**src/rtl/_gcd_arbiter_if.sv**
```systemverilog
// Bundle of requester-side and engine-side signals for the two-client GCD arbiter.
// The slave modport is the arbiter's view; master is the requesters/engine side.
interface _gcd_arbiter_if #(
  parameter int WIDTH = 8
);
  logic             _req0;
  logic             _req1;
  logic [WIDTH-1:0] _a0;
  logic [WIDTH-1:0] _b0;
  logic [WIDTH-1:0] _a1;
  logic [WIDTH-1:0] _b1;
  logic             _gnt0;
  logic             _gnt1;
  logic             _done0;
  logic             _done1;
  logic [WIDTH-1:0] _res0;
  logic [WIDTH-1:0] _res1;
  logic             _err0;
  logic             _err1;
  logic             _eng_start;
  logic [WIDTH-1:0] _eng_num0;
  logic [WIDTH-1:0] _eng_num1;
  logic             _eng_done;
  logic [WIDTH-1:0] _eng_result;
  logic             _busy;

  // Handshake: _reqN is a level request sampled only while the arbiter is
  // idle; _gntN pulses once when that request is accepted and _doneN pulses
  // once when its job completes. _eng_start pulses once per engine job and
  // _eng_done is honoured only while a job is waiting on the engine.
  modport slave (
    input  _req0, _req1, _a0, _b0, _a1, _b1, _eng_done, _eng_result,
    output _gnt0, _gnt1, _done0, _done1, _res0, _res1, _err0, _err1,
    output _eng_start, _eng_num0, _eng_num1, _busy
  );

  modport master (
    output _req0, _req1, _a0, _b0, _a1, _b1, _eng_done, _eng_result,
    input  _gnt0, _gnt1, _done0, _done1, _res0, _res1, _err0, _err1,
    input  _eng_start, _eng_num0, _eng_num1, _busy
  );
endinterface

```
**src/rtl/_gcd_arbiter.sv**
```systemverilog
// Round-robin arbiter sharing one GCD engine between two requesters.
// One job in flight; zero operands and engine timeouts are reported as errors.
module _gcd_arbiter #(
  parameter int WIDTH   = 8,
  parameter int TIMEOUT = 255
) (
  input  logic        _clock,
  input  logic        _reset,
  _gcd_arbiter_if.slave bus,
  output logic [1:0]  o_dbg_state
);

  localparam int CW = $clog2(TIMEOUT + 2);
  localparam logic [CW-1:0] TIMEOUT_C = CW'(TIMEOUT);

  typedef enum logic [1:0] {
    S_IDLE    = 2'd0,
    S_ISSUE   = 2'd1,
    S_WAIT    = 2'd2,
    S_RESPOND = 2'd3
  } state_t;

  state_t           r_state;
  logic             r_owner;
  logic             r_last;
  logic [CW-1:0]    r_cnt;
  logic             r_gnt0;
  logic             r_gnt1;
  logic             r_done0;
  logic             r_done1;
  logic [WIDTH-1:0] r_res0;
  logic [WIDTH-1:0] r_res1;
  logic             r_err0;
  logic             r_err1;
  logic             r_eng_start;
  logic [WIDTH-1:0] r_eng_num0;
  logic [WIDTH-1:0] r_eng_num1;
  logic             r_busy;

  logic             w_any_req;
  logic             w_pick;
  logic [WIDTH-1:0] w_op_a;
  logic [WIDTH-1:0] w_op_b;
  logic             w_op_zero;
  logic [CW-1:0]    w_cnt_next;
  logic             w_timeout;
  logic             w_fin;
  logic [WIDTH-1:0] w_fin_res;
  logic             w_fin_err;

  // When both ask, the one not served last wins; r_last resets to 1 so 0 goes first.
  assign w_any_req  = bus._req0 | bus._req1;
  assign w_pick     = (bus._req0 & bus._req1) ? ~r_last : bus._req1;
  assign w_op_a     = w_pick ? bus._a1 : bus._a0;
  assign w_op_b     = w_pick ? bus._b1 : bus._b0;
  assign w_op_zero  = (w_op_a == '0) || (w_op_b == '0);
  assign w_cnt_next = r_cnt + CW'(1);
  assign w_timeout  = (w_cnt_next == TIMEOUT_C);

  // Job completion is decided one cycle early so _done/_res/_err are
  // registered and visible during the RESPOND cycle itself.
  always_comb begin
    w_fin     = 1'b0;
    w_fin_res = '0;
    w_fin_err = 1'b0;
    case (r_state)
      S_ISSUE: begin
        if ((r_eng_num0 == '0) || (r_eng_num1 == '0)) begin
          w_fin     = 1'b1;
          w_fin_err = 1'b1;
        end
      end
      S_WAIT: begin
        if (bus._eng_done) begin
          w_fin     = 1'b1;
          w_fin_res = bus._eng_result;
        end else if (w_timeout) begin
          w_fin     = 1'b1;
          w_fin_err = 1'b1;
        end
      end
      default: ;
    endcase
  end

  always_ff @(posedge _clock or negedge _reset) begin
    if (!_reset) begin
      r_state     <= S_IDLE;
      r_owner     <= 1'b0;
      r_last      <= 1'b1;
      r_cnt       <= '0;
      r_gnt0      <= 1'b0;
      r_gnt1      <= 1'b0;
      r_done0     <= 1'b0;
      r_done1     <= 1'b0;
      r_res0      <= '0;
      r_res1      <= '0;
      r_err0      <= 1'b0;
      r_err1      <= 1'b0;
      r_eng_start <= 1'b0;
      r_eng_num0  <= '0;
      r_eng_num1  <= '0;
      r_busy      <= 1'b0;
    end else begin
      r_gnt0      <= 1'b0;
      r_gnt1      <= 1'b0;
      r_done0     <= 1'b0;
      r_done1     <= 1'b0;
      r_eng_start <= 1'b0;
      case (r_state)
        S_IDLE: begin
          if (w_any_req) begin
            r_owner     <= w_pick;
            r_eng_num0  <= w_op_a;
            r_eng_num1  <= w_op_b;
            r_gnt0      <= ~w_pick;
            r_gnt1      <= w_pick;
            r_eng_start <= ~w_op_zero;
            r_busy      <= 1'b1;
            r_state     <= S_ISSUE;
          end
        end
        S_ISSUE: begin
          if (!w_fin) begin
            r_cnt   <= '0;
            r_state <= S_WAIT;
          end
        end
        S_WAIT: begin
          if (!bus._eng_done) r_cnt <= w_cnt_next;
        end
        S_RESPOND: begin
          r_last     <= r_owner;
          r_cnt      <= '0;
          r_eng_num0 <= '0;
          r_eng_num1 <= '0;
          r_busy     <= 1'b0;
          r_state    <= S_IDLE;
        end
        default: r_state <= S_IDLE;
      endcase
      if (w_fin) begin
        r_state <= S_RESPOND;
        if (r_owner) begin
          r_done1 <= 1'b1;
          r_res1  <= w_fin_res;
          r_err1  <= w_fin_err;
        end else begin
          r_done0 <= 1'b1;
          r_res0  <= w_fin_res;
          r_err0  <= w_fin_err;
        end
      end
    end
  end

  assign bus._gnt0      = r_gnt0;
  assign bus._gnt1      = r_gnt1;
  assign bus._done0     = r_done0;
  assign bus._done1     = r_done1;
  assign bus._res0      = r_res0;
  assign bus._res1      = r_res1;
  assign bus._err0      = r_err0;
  assign bus._err1      = r_err1;
  assign bus._eng_start = r_eng_start;
  assign bus._eng_num0  = r_eng_num0;
  assign bus._eng_num1  = r_eng_num1;
  assign bus._busy      = r_busy;
  assign o_dbg_state    = r_state;

endmodule
```
**src/flat_wrapper.sv**
```systemverilog
// flat-port wrapper written by rule: the top's interface ports become plain ports
module _gcd_arbiter_flat 
#(
  parameter int WIDTH   = 8,
  parameter int TIMEOUT = 255
)
  (_clock, _reset, o_dbg_state, bus__req0, bus__req1, bus__a0, bus__b0, bus__a1, bus__b1, bus__eng_done, bus__eng_result, bus__gnt0, bus__gnt1, bus__done0, bus__done1, bus__res0, bus__res1, bus__err0, bus__err1, bus__eng_start, bus__eng_num0, bus__eng_num1, bus__busy);
  _gcd_arbiter_if #(.WIDTH(WIDTH)) bus_i ();
  input  logic _clock;
  input  logic _reset;
  output logic [1:0] o_dbg_state;
  input wire logic [$bits(bus_i._req0)-1:0] bus__req0;
  input wire logic [$bits(bus_i._req1)-1:0] bus__req1;
  input wire logic [$bits(bus_i._a0)-1:0] bus__a0;
  input wire logic [$bits(bus_i._b0)-1:0] bus__b0;
  input wire logic [$bits(bus_i._a1)-1:0] bus__a1;
  input wire logic [$bits(bus_i._b1)-1:0] bus__b1;
  input wire logic [$bits(bus_i._eng_done)-1:0] bus__eng_done;
  input wire logic [$bits(bus_i._eng_result)-1:0] bus__eng_result;
  output wire logic [$bits(bus_i._gnt0)-1:0] bus__gnt0;
  output wire logic [$bits(bus_i._gnt1)-1:0] bus__gnt1;
  output wire logic [$bits(bus_i._done0)-1:0] bus__done0;
  output wire logic [$bits(bus_i._done1)-1:0] bus__done1;
  output wire logic [$bits(bus_i._res0)-1:0] bus__res0;
  output wire logic [$bits(bus_i._res1)-1:0] bus__res1;
  output wire logic [$bits(bus_i._err0)-1:0] bus__err0;
  output wire logic [$bits(bus_i._err1)-1:0] bus__err1;
  output wire logic [$bits(bus_i._eng_start)-1:0] bus__eng_start;
  output wire logic [$bits(bus_i._eng_num0)-1:0] bus__eng_num0;
  output wire logic [$bits(bus_i._eng_num1)-1:0] bus__eng_num1;
  output wire logic [$bits(bus_i._busy)-1:0] bus__busy;
  assign bus_i._req0 = bus__req0;
  assign bus_i._req1 = bus__req1;
  assign bus_i._a0 = bus__a0;
  assign bus_i._b0 = bus__b0;
  assign bus_i._a1 = bus__a1;
  assign bus_i._b1 = bus__b1;
  assign bus_i._eng_done = bus__eng_done;
  assign bus_i._eng_result = bus__eng_result;
  assign bus__gnt0 = bus_i._gnt0;
  assign bus__gnt1 = bus_i._gnt1;
  assign bus__done0 = bus_i._done0;
  assign bus__done1 = bus_i._done1;
  assign bus__res0 = bus_i._res0;
  assign bus__res1 = bus_i._res1;
  assign bus__err0 = bus_i._err0;
  assign bus__err1 = bus_i._err1;
  assign bus__eng_start = bus_i._eng_start;
  assign bus__eng_num0 = bus_i._eng_num0;
  assign bus__eng_num1 = bus_i._eng_num1;
  assign bus__busy = bus_i._busy;
  _gcd_arbiter #(.WIDTH(WIDTH), .TIMEOUT(TIMEOUT)) u_core (._clock(_clock), ._reset(_reset), .bus(bus_i), .o_dbg_state(o_dbg_state));
endmodule
```
**config.mk**
```make
export PLATFORM = sky130hd
export DESIGN_NAME = _gcd_arbiter_flat
export DESIGN_NICKNAME = d
export VERILOG_FILES = /design/src/rtl/_gcd_arbiter_if.sv /design/src/rtl/_gcd_arbiter.sv /design/src/flat_wrapper.sv
export SDC_FILE = /design/constraint.sdc
export NUM_CORES = 1
export LEC_CHECK = 0
export BUFFER_PORTS_ARGS = -buffer_cell sky130_fd_sc_hd__buf_2
export CELL_PAD_IN_SITES_DETAIL_PLACEMENT = 2
export CELL_PAD_IN_SITES_GLOBAL_PLACEMENT = 2
export CORE_UTILIZATION = 29
export CTS_BUF_LIST = sky130_fd_sc_hd__clkbuf_8
export DETAILED_ROUTE_END_ITERATION = 7
export GPL_ROUTABILITY_DRIVEN = 0
export PLACE_DENSITY = 0.76
export SYNTH_ARGS = -nofsm -noshare
export SYNTH_HDL_FRONTEND = slang
export SYNTH_SLANG_ARGS = --single-unit
```
**constraint.sdc**
```tcl
create_clock -name _clock -period 2.18 [get_ports _clock]
set_input_delay 0.218 -clock _clock [delete_from_list [all_inputs] [get_ports _clock]]
set_output_delay 0.218 -clock _clock [all_outputs]
set_load 0.1 [all_outputs]
```
==> metrics.cfg, run 1 <==
[floorplanning]
fp.dieArea_um2 = 9806
die_x_um = 99.03
die_h_um = 99.03
start_util_pct = 29.69
num_io_pins = 87
rows = 35
coreArea_um2 = 9196

[synth]
syn-cell-area_um2 = 2730
ys_warn_count = 0
synthFlopType = dfrtp_1
synth_most_common_cell = dfrtp_1
yosys.area.top_type = dfrtp_1
syn_avg_cell_area_um2 = 10.30
async_reset_ff_share_pct = 100.0
synth_seq_area_share_pct = 48.63
ys_top_cells_by_count = dfrtp_1 (52), nand2_1 (38), a22o_1 (22)
synth_area_leaders = dfrtp_1 (48%), a22o_1 (7.1%), mux2i_1 (5.9%)
ys_ff_latch = 53
postSynthCellCount = 265
synth_nets = 317
synth_edf_count = 0
synth_top_area_share_pct = 47.66
ys_types = 49

[timing]
hold_viol = 0
post-route-period-util_pct = 104.8
min_period_ns = 2.284
finClkSkew_ns = 0.01035
fmax_mhz = 437.9
rsz0062_at_grt = true
max-slew-margin-rel_pct = 57.78
setup_slack_ns = -0.1038
finalMaxSlewViolations = 0
worst_pin_slew_ns = 0.6333
setup_violations = 23

[layout]
syn_to_final_growth_pct = 42.62
drive_gt1_share_pct = 46.53
multi_input_area_um2 = 1461
diodes = 0
seqCellArea_um2 = 1360
final_nets = 440
final_area_um2 = 3894
n_fill_cell = 1008

[cts]
cts_max_path_buffers = 2
cts_tree = built
clk_latency_ns = 0.31
cts_num_sinks = 53
clkSlewWorstSetupHoldPaths_ns = 0.10
htreeDepth = 2
cts_inserted_buffers = 5
cts_root_buf = clkbuf_8

[global_routing]
grt_antenna_before_repair = 0
grt_pass1_vias = 2973
grt-busiest-layer = met2
grt_pass1_wl_mm = 15.83
grt_max_degree = 30
track_usage_pct = 20.80
overflow = 0
grt_use_met3_pct = 4.539
grtUsageMet1_pct = 24.32
grtUsageMet2_pct = 39.00

[placed_design]
hpwlAfterDp_mm = 7.445
dpl_cell_area_um2 = 3578
io_buffers = 86

[critical_path]
arrival_ns = 2.49
critPathLaunchType = register
critical_path_class = register to register
critPathCaptureType = register
worstPathRequired_ns = 2.38
cp_max_fo = 10

[outcome]
outcome = complete, but fails checks
violations = negative setup slack

[route]
first_pass_iters = 4
drt-vias-per-instance = 5.300
antenna_left = 0
drc = 0
wire_per_inst_um = 19.66
drtIter0Drc = 64
num_vias = 2650
routed_wl_mm = 9.831

[worst_hold_path]
hold_class = input pin to register

[run]
cap_violations = 0

placed cells by master, fill, tap and decap left out, types with 8 or more instances in the layout:
cell type	netlist	final
inv_1	9	8
dfrtp_2	0	17
o21ai_0	19	18
nand2_1	38	36
nor4_1	8	8
a22o_1	22	22
nor2_1	15	14
dfrtp_1	52	32
buf_4	0	28
buf_2	1	86
mux2i_1	16	16
repair_timing:
item | in CTS | in global routing
setup endpoints to repair | 29 | 29
resized for setup | 19 | 9
cloned | 1 | 0
setup buffers | 4 | 2
endpoints found under the hold margin | 24 | 0
hold buffers | 1 | 0
pin swaps | 16 | 16
per-layer routing:
metal	up-vias	wire, um
met4	0	83
met3	9	446
met1	1343	4074
li1	1231	-
met5	-	0
met2	67	5227
final timing paths:
kind                                startpoint                   to  slack (ns)  depth (start not counted)
max in group asynchronous               _reset        u_core.r_last        1.08                          3
min                                  bus__req1     u_core.bus._gnt0        0.11                          2
min in group asynchronous               _reset     u_core.bus._err1        0.45                          2
min reg2reg                u_core.bus._res1[4]  u_core.bus._res1[4]        0.51                          1
max reg2reg                    u_core.r_cnt[1]     u_core.bus._err0       -0.10                          7
max                            u_core.r_cnt[1]     u_core.bus._err0       -0.10                          7
registers in the layout, indices dropped and copies added (netlist names), 2 cells and up:
name and count:
u_core.r_cnt 9, u_core.bus._eng_num0 8, u_core.bus._eng_num1 8, u_core.bus._res0 8, u_core.bus._res1 8, u_core.o_dbg_state 2
area by class of cell:
class                      count  share of cell area (%)
clock buffer                   5                   1.767
clock inverter                 3                   1.125
multi-input combinational    194                   37.53
timing repair buffer         125                   20.15
sequential                    53                   34.93
tap                          111                   3.567
inverter                       9                  0.9319
critical path, stage by stage (launching register included):
cell	delay, ns
dfrtp_2	0.45
nand2_2	0.09
or4b_4	0.54
o211a_4	0.18
o311ai_4	0.26
buf_12	0.17
nand3b_4	0.15
mux2_4	0.33
kinds of logic (layout without fill, tap and decap cells):
logic type	Yosys count	in the layout	synth area share (%)
buffers and inverters	19	142	2.933
multiplexers	18	18	6.691
flip-flops	53	53	48.63
AO/OA/AOI/OAI	78	78	21.27
adder cells (fa/ha/maj)	7	7	3.208
AND/OR/NAND/NOR	90	91	17.28
metrics by stage:
step / utilization (%) / setup WS [ns] / cells / hold WS (ns) / TNS (ns)
floorplan: - / -0.03303 / 265 / -0.07759 / -0.06593
global placement: 38.91 / -0.02213 / 484 / 0.2659 / -0.04277
detailed placement: 38.91 / -0.1706 / 484 / 0.2758 / -3.364
CTS: 41.70 / -0.04992 / 498 / 0.1070 / -0.4910
global route: 42.34 / -0.1544 / 500 / 0.1142 / -2.432
finish: 42.34 / -0.1038 / 500 / 0.1115 / -1.208
Power of run 1 is not shown: default switching activity piles up to over one toggle a cycle in this logic, so the estimate is an artifact.
==> run 2, diff against run 1 <==
--- a/config.mk
+++ b/config.mk
@@ -12,7 +12,7 @@
 export CTS_BUF_LIST = sky130_fd_sc_hd__clkbuf_8
 export DETAILED_ROUTE_END_ITERATION = 7
 export GPL_ROUTABILITY_DRIVEN = 0
-export PLACE_DENSITY = 0.76
+export PLACE_DENSITY_LB_ADDON = 0.1
 export SYNTH_ARGS = -nofsm -noshare
 export SYNTH_HDL_FRONTEND = slang
 export SYNTH_SLANG_ARGS = --single-unit
==> metrics.cfg, run 2 (synthesis gave the netlist of run 1 again) <==
[timing]
hold_viol = 0
finalSetupTns_ns = -1.727
setup_slack_ns = -0.1391
post-route-period-util_pct = 106.4
rsz0062_at_grt = true
min_period_ns = 2.319
finClkSkew_ns = 0.01293
max-slew-margin-rel_pct = 45.97
worst_pin_slew_ns = 0.8104
setup_violations = 24
fin_worst_hold_slack_ns = 0.1057
fmax_mhz = 431.2
finalMaxSlewViolations = 0

[route]
dr_wl_met3_um = 335
wl_met1_mm = 4.439
num_vias = 2669
top_layer_used = met4
drt-vias-per-instance = 5.244
drc = 0
drtIter0Drc = 64
first_pass_iters = 4
antenna_left = 0
routed_wl_mm = 9.720
met2_length_mm = 4.866
wire_per_inst_um = 19.10

[global_routing]
grt_pass1_wl_mm = 15.24
track_usage_pct = 19.77
grt_antenna_before_repair = 0
grt_max_degree = 35
grt_pass1_vias = 2981
overflow = 0

[placed_design]
io_buffers = 86
dpl_cell_area_um2 = 3596
hpwlAfterDp_mm = 7.037

[cts]
clkSlewWorstSetupHoldPaths_ns = 0.12
cts_num_sinks = 53
htreeDepth = 2
cts_inserted_buffers = 5
clk_latency_ns = 0.32
cts_tree = built
cts_max_path_buffers = 2
cts_root_buf = clkbuf_8

[critical_path]
critPathCaptureType = register
cp_max_fo = 4
arrival_ns = 2.54
r2r_start = u_core.r_cnt[1]
critPathLaunch = u_core.r_cnt[1]
worstPathRequired_ns = 2.40
critPathLaunchType = register
crit_chain = buf_6, and4b_1, a31oi_2, o22a_1, o311ai_4, buf_6, buf_4, a221o_1, a22o_1
cpMostUsedCell = buf_6
critical_path_class = register to register
crit_path_max_incr_delay_ns = 0.47
slowest_stage = dfrtp_2
r2r_slack_ns = -0.14

[layout]
top_register = u_core.r_cnt
multi_input_area_um2 = 1454
seqCellArea_um2 = 1360
most-common-layout-cells = buf_2 (86), nand2_1 (36), buf_4 (33), dfrtp_1 (32), a22o_1 (22)
final_area_um2 = 3933
n_fill_cell = 1039
syn_to_final_growth_pct = 44.04
diodes = 0
drive_gt1_share_pct = 47.24
final_common_cell = buf_2
final_nets = 449
largest_register_ffs = 9

[floorplanning]
coreArea_um2 = 9196
rows = 35
start_util_pct = 29.69
fp.dieArea_um2 = 9806
die_x_um = 99.03
die_h_um = 99.03
num_io_pins = 87

[worst_hold_path]
hp-start = bus__req1
hold_class = input pin to register

[outcome]
violations = negative setup slack
outcome = complete, but fails checks

[run]
cap_violations = 0

[run 2: cell count changes in the layout (fill, tap and decap cells not counted), sizes merged]
cell,previous run,this run
clkinv,1,0
nand3,7,6
bufinv,1,0
nand3b,1,2
buf,124,133
inv,10,12
[run 2: final timing paths]
path,cells after the start,to
worst max-delay path,9,u_core.r_cnt[5]
worst min-delay path,2,u_core.bus._gnt0
worst max register to register,9,u_core.r_cnt[5]
worst min register to register,2,u_core.bus._eng_num0[1]
max in group asynchronous,3,u_core.bus._res0[1]
min in group asynchronous,2,u_core.bus._eng_num0[1]
[run 2: final cells by class]
type                       instances  area share, %
clock inverter                     3         0.7318
inverter                           9         0.9227
multi-input combinational        194          36.97
clock buffer                       5          1.750
sequential                        53          34.58
tap                              111          3.532
timing repair buffer             134          21.51
[run 2: metal layers]
layer / up-vias / global-route usage, %
met5: - / 0
met4: 0 / 4.822
met3: 6 / 3.759
met2: 57 / 34.21
met1: 1357 / 25.39
li1: 1249 / -
[run 2: worst max-delay path, delay by kind of cell (launching register included)]
kind | cells | cell delay [ns]
AO/OA/AOI/OAI | 5 | 1.11
buffers and inverters | 3 | 0.44
flip-flops | 1 | 0.47
AND/OR/NAND/NOR | 1 | 0.20
[run 2: through the flow]
step                util, %  setup slack, ns  cells
floorplan                 -         -0.03303    265
global placement      39.10         -0.06481    488
detailed placement    39.10          -0.1510    488
CTS                   41.22          -0.1221    501
global route          42.76          -0.2326    509
finish                42.76          -0.1391    509
[run 2: what timing repair did]
action                     in CTS  in global routing
buffers inserted                4                  8
hold buffers                    1                  0
gates resized for setup        14                 19
hold endpoints to repair        4                  0
gates cloned                    0                  1
pin swaps                      10                 23
setup endpoints to repair      29                 31
Power of run 2 is left out for the same reason.
==> run 3, diff against run 2 <==
--- a/config.mk
+++ b/config.mk
@@ -8,11 +8,13 @@
 export BUFFER_PORTS_ARGS = -buffer_cell sky130_fd_sc_hd__buf_2
 export CELL_PAD_IN_SITES_DETAIL_PLACEMENT = 2
 export CELL_PAD_IN_SITES_GLOBAL_PLACEMENT = 2
+export CORE_ASPECT_RATIO = 1.5
 export CORE_UTILIZATION = 29
 export CTS_BUF_LIST = sky130_fd_sc_hd__clkbuf_8
 export DETAILED_ROUTE_END_ITERATION = 7
 export GPL_ROUTABILITY_DRIVEN = 0
 export PLACE_DENSITY_LB_ADDON = 0.1
+export SKIP_LAST_GASP = 1
 export SYNTH_ARGS = -nofsm -noshare
 export SYNTH_HDL_FRONTEND = slang
 export SYNTH_SLANG_ARGS = --single-unit
==> metrics.cfg, run 3 (synthesis gave the netlist of run 1 again) <==
[timing]
setup_violations = 16
worst_pin_slew_ns = 1.159
min_period_ns = 2.247
finalSetupTns_ns = -0.6268
hold_viol = 0
finalMaxSlewViolations = 0
setup_slack_ns = -0.06706
rsz0062_at_grt = true
fmax_mhz = 445.0
finClkSkew_ns = 0.01006
post-route-period-util_pct = 103.1
max-slew-margin-rel_pct = 22.74

[critical_path]
worstPathRequired_ns = 2.40
critPathLaunchType = register
arrival_ns = 2.47
critical_path_class = register to register
cp_max_fo = 5
critPathCaptureType = register

[floorplanning]
die_h_um = 120.8
start_util_pct = 29.67
coreArea_um2 = 9200
die_x_um = 81.22
fp.dieArea_um2 = 9814
num_io_pins = 87
rows = 43

[layout]
diodes = 0
largest_register_ffs = 9
most-common-layout-cells = buf_2 (86), nand2_1 (37), buf_4 (33), dfrtp_1 (32), a22o_1 (22)
final_common_cell = buf_2
n_fill_cell = 1009
drive_gt1_share_pct = 46.04
final_area_um2 = 3869
final_nets = 442
multi_input_area_um2 = 1463
seqCellArea_um2 = 1360
syn_to_final_growth_pct = 41.70
top_register = u_core.r_cnt

[cts]
cts_num_sinks = 53
htreeDepth = 2
clkSlewWorstSetupHoldPaths_ns = 0.11
cts_max_path_buffers = 2
clk_latency_ns = 0.32
cts_tree = built
cts_root_buf = clkbuf_8
cts_inserted_buffers = 5

[outcome]
outcome = complete, but fails checks
violations = negative setup slack

[placed_design]
hpwlAfterDp_mm = 7.217
io_buffers = 86
dpl_cell_area_um2 = 3572

[route]
antenna_left = 0
drt-vias-per-instance = 5.249
drc = 0
num_vias = 2640
drtIter0Drc = 103
wire_per_inst_um = 18.66
routed_wl_mm = 9.388
first_pass_iters = 4

[global_routing]
grt_pass1_vias = 2956
grt_pass1_wl_mm = 14.92
grt_antenna_before_repair = 0
grt_max_degree = 30
overflow = 0
track_usage_pct = 20.25

[worst_hold_path]
hold_class = input pin to register

[run]
cap_violations = 0

## run 3: final timing paths
path                             startpoint               end  slack, ns  cells after the start
setup / recovery            u_core.r_cnt[1]  u_core.bus._err0      -0.07                      8
hold / removal                    bus__req1  u_core.bus._gnt0       0.11                      2
setup reg to reg            u_core.r_cnt[1]  u_core.bus._err0      -0.07                      8
hold reg to reg            u_core.bus._busy  u_core.bus._busy       0.49                      2
max in group asynchronous            _reset     u_core.r_last       1.08                      3
min in group asynchronous            _reset   u_core.r_cnt[0]       0.44                      2
## run 3: stage by stage
stage | util, % | hold WS (ns) | worst slack (ns) | cells
floorplan | - | -0.07759 | -0.03303 | 265
global placement | 38.83 | 0.2654 | -0.06110 | 484
detailed placement | 38.83 | 0.2828 | -0.1639 | 484
CTS | 40.75 | 0.08617 | -0.07575 | 497
global route | 42.05 | 0.09828 | -0.1654 | 503
finish | 42.05 | 0.1102 | -0.06706 | 503
## run 3: layer usage
| metal | share of wire, % | vias to the layer above | GRT usage [%] |
|---|---|---|---|
| met5 | 0 | - | 0 |
| met4 | 2.1 | 0 | 8.705 |
| met3 | 3.0 | 14 | 2.943 |
| met2 | 58 | 63 | 38.92 |
| met1 | 37 | 1328 | 20.80 |
| li1 | - | 1235 | - |
## run 3: layout make-up
| type | count | share of cell area, % |
|---|---|---|
| Clock inverter | 3 | 0.6468 |
| Multi-Input combinational cell | 194 | 37.81 |
| Sequential cell | 53 | 35.16 |
| Clock buffer | 5 | 1.779 |
| Timing Repair Buffer | 127 | 20.05 |
| Tap cell | 112 | 3.622 |
| Inverter | 9 | 0.9379 |
## run 3: worst max-delay path, cell delays in order, from the launching register on
cell      delay [ns]
dfrtp_2         0.45
nand2_2         0.09
or4b_4          0.52
o211a_4         0.17
o311ai_4        0.22
buf_6           0.16
buf_4           0.12
nand3b_4        0.11
mux2_4          0.31
## run 3: what timing repair did
item | 4_1_cts | 5_1_grt
cloned | 0 | 1
resized for setup | 9 | 15
pin swaps | 6 | 11
hold buffers | 1 | 0
setup buffers | 4 | 5
endpoints found under the setup margin | 29 | 29
endpoints found under the hold margin | 24 | 0
Power of run 3 is left out for the same reason.
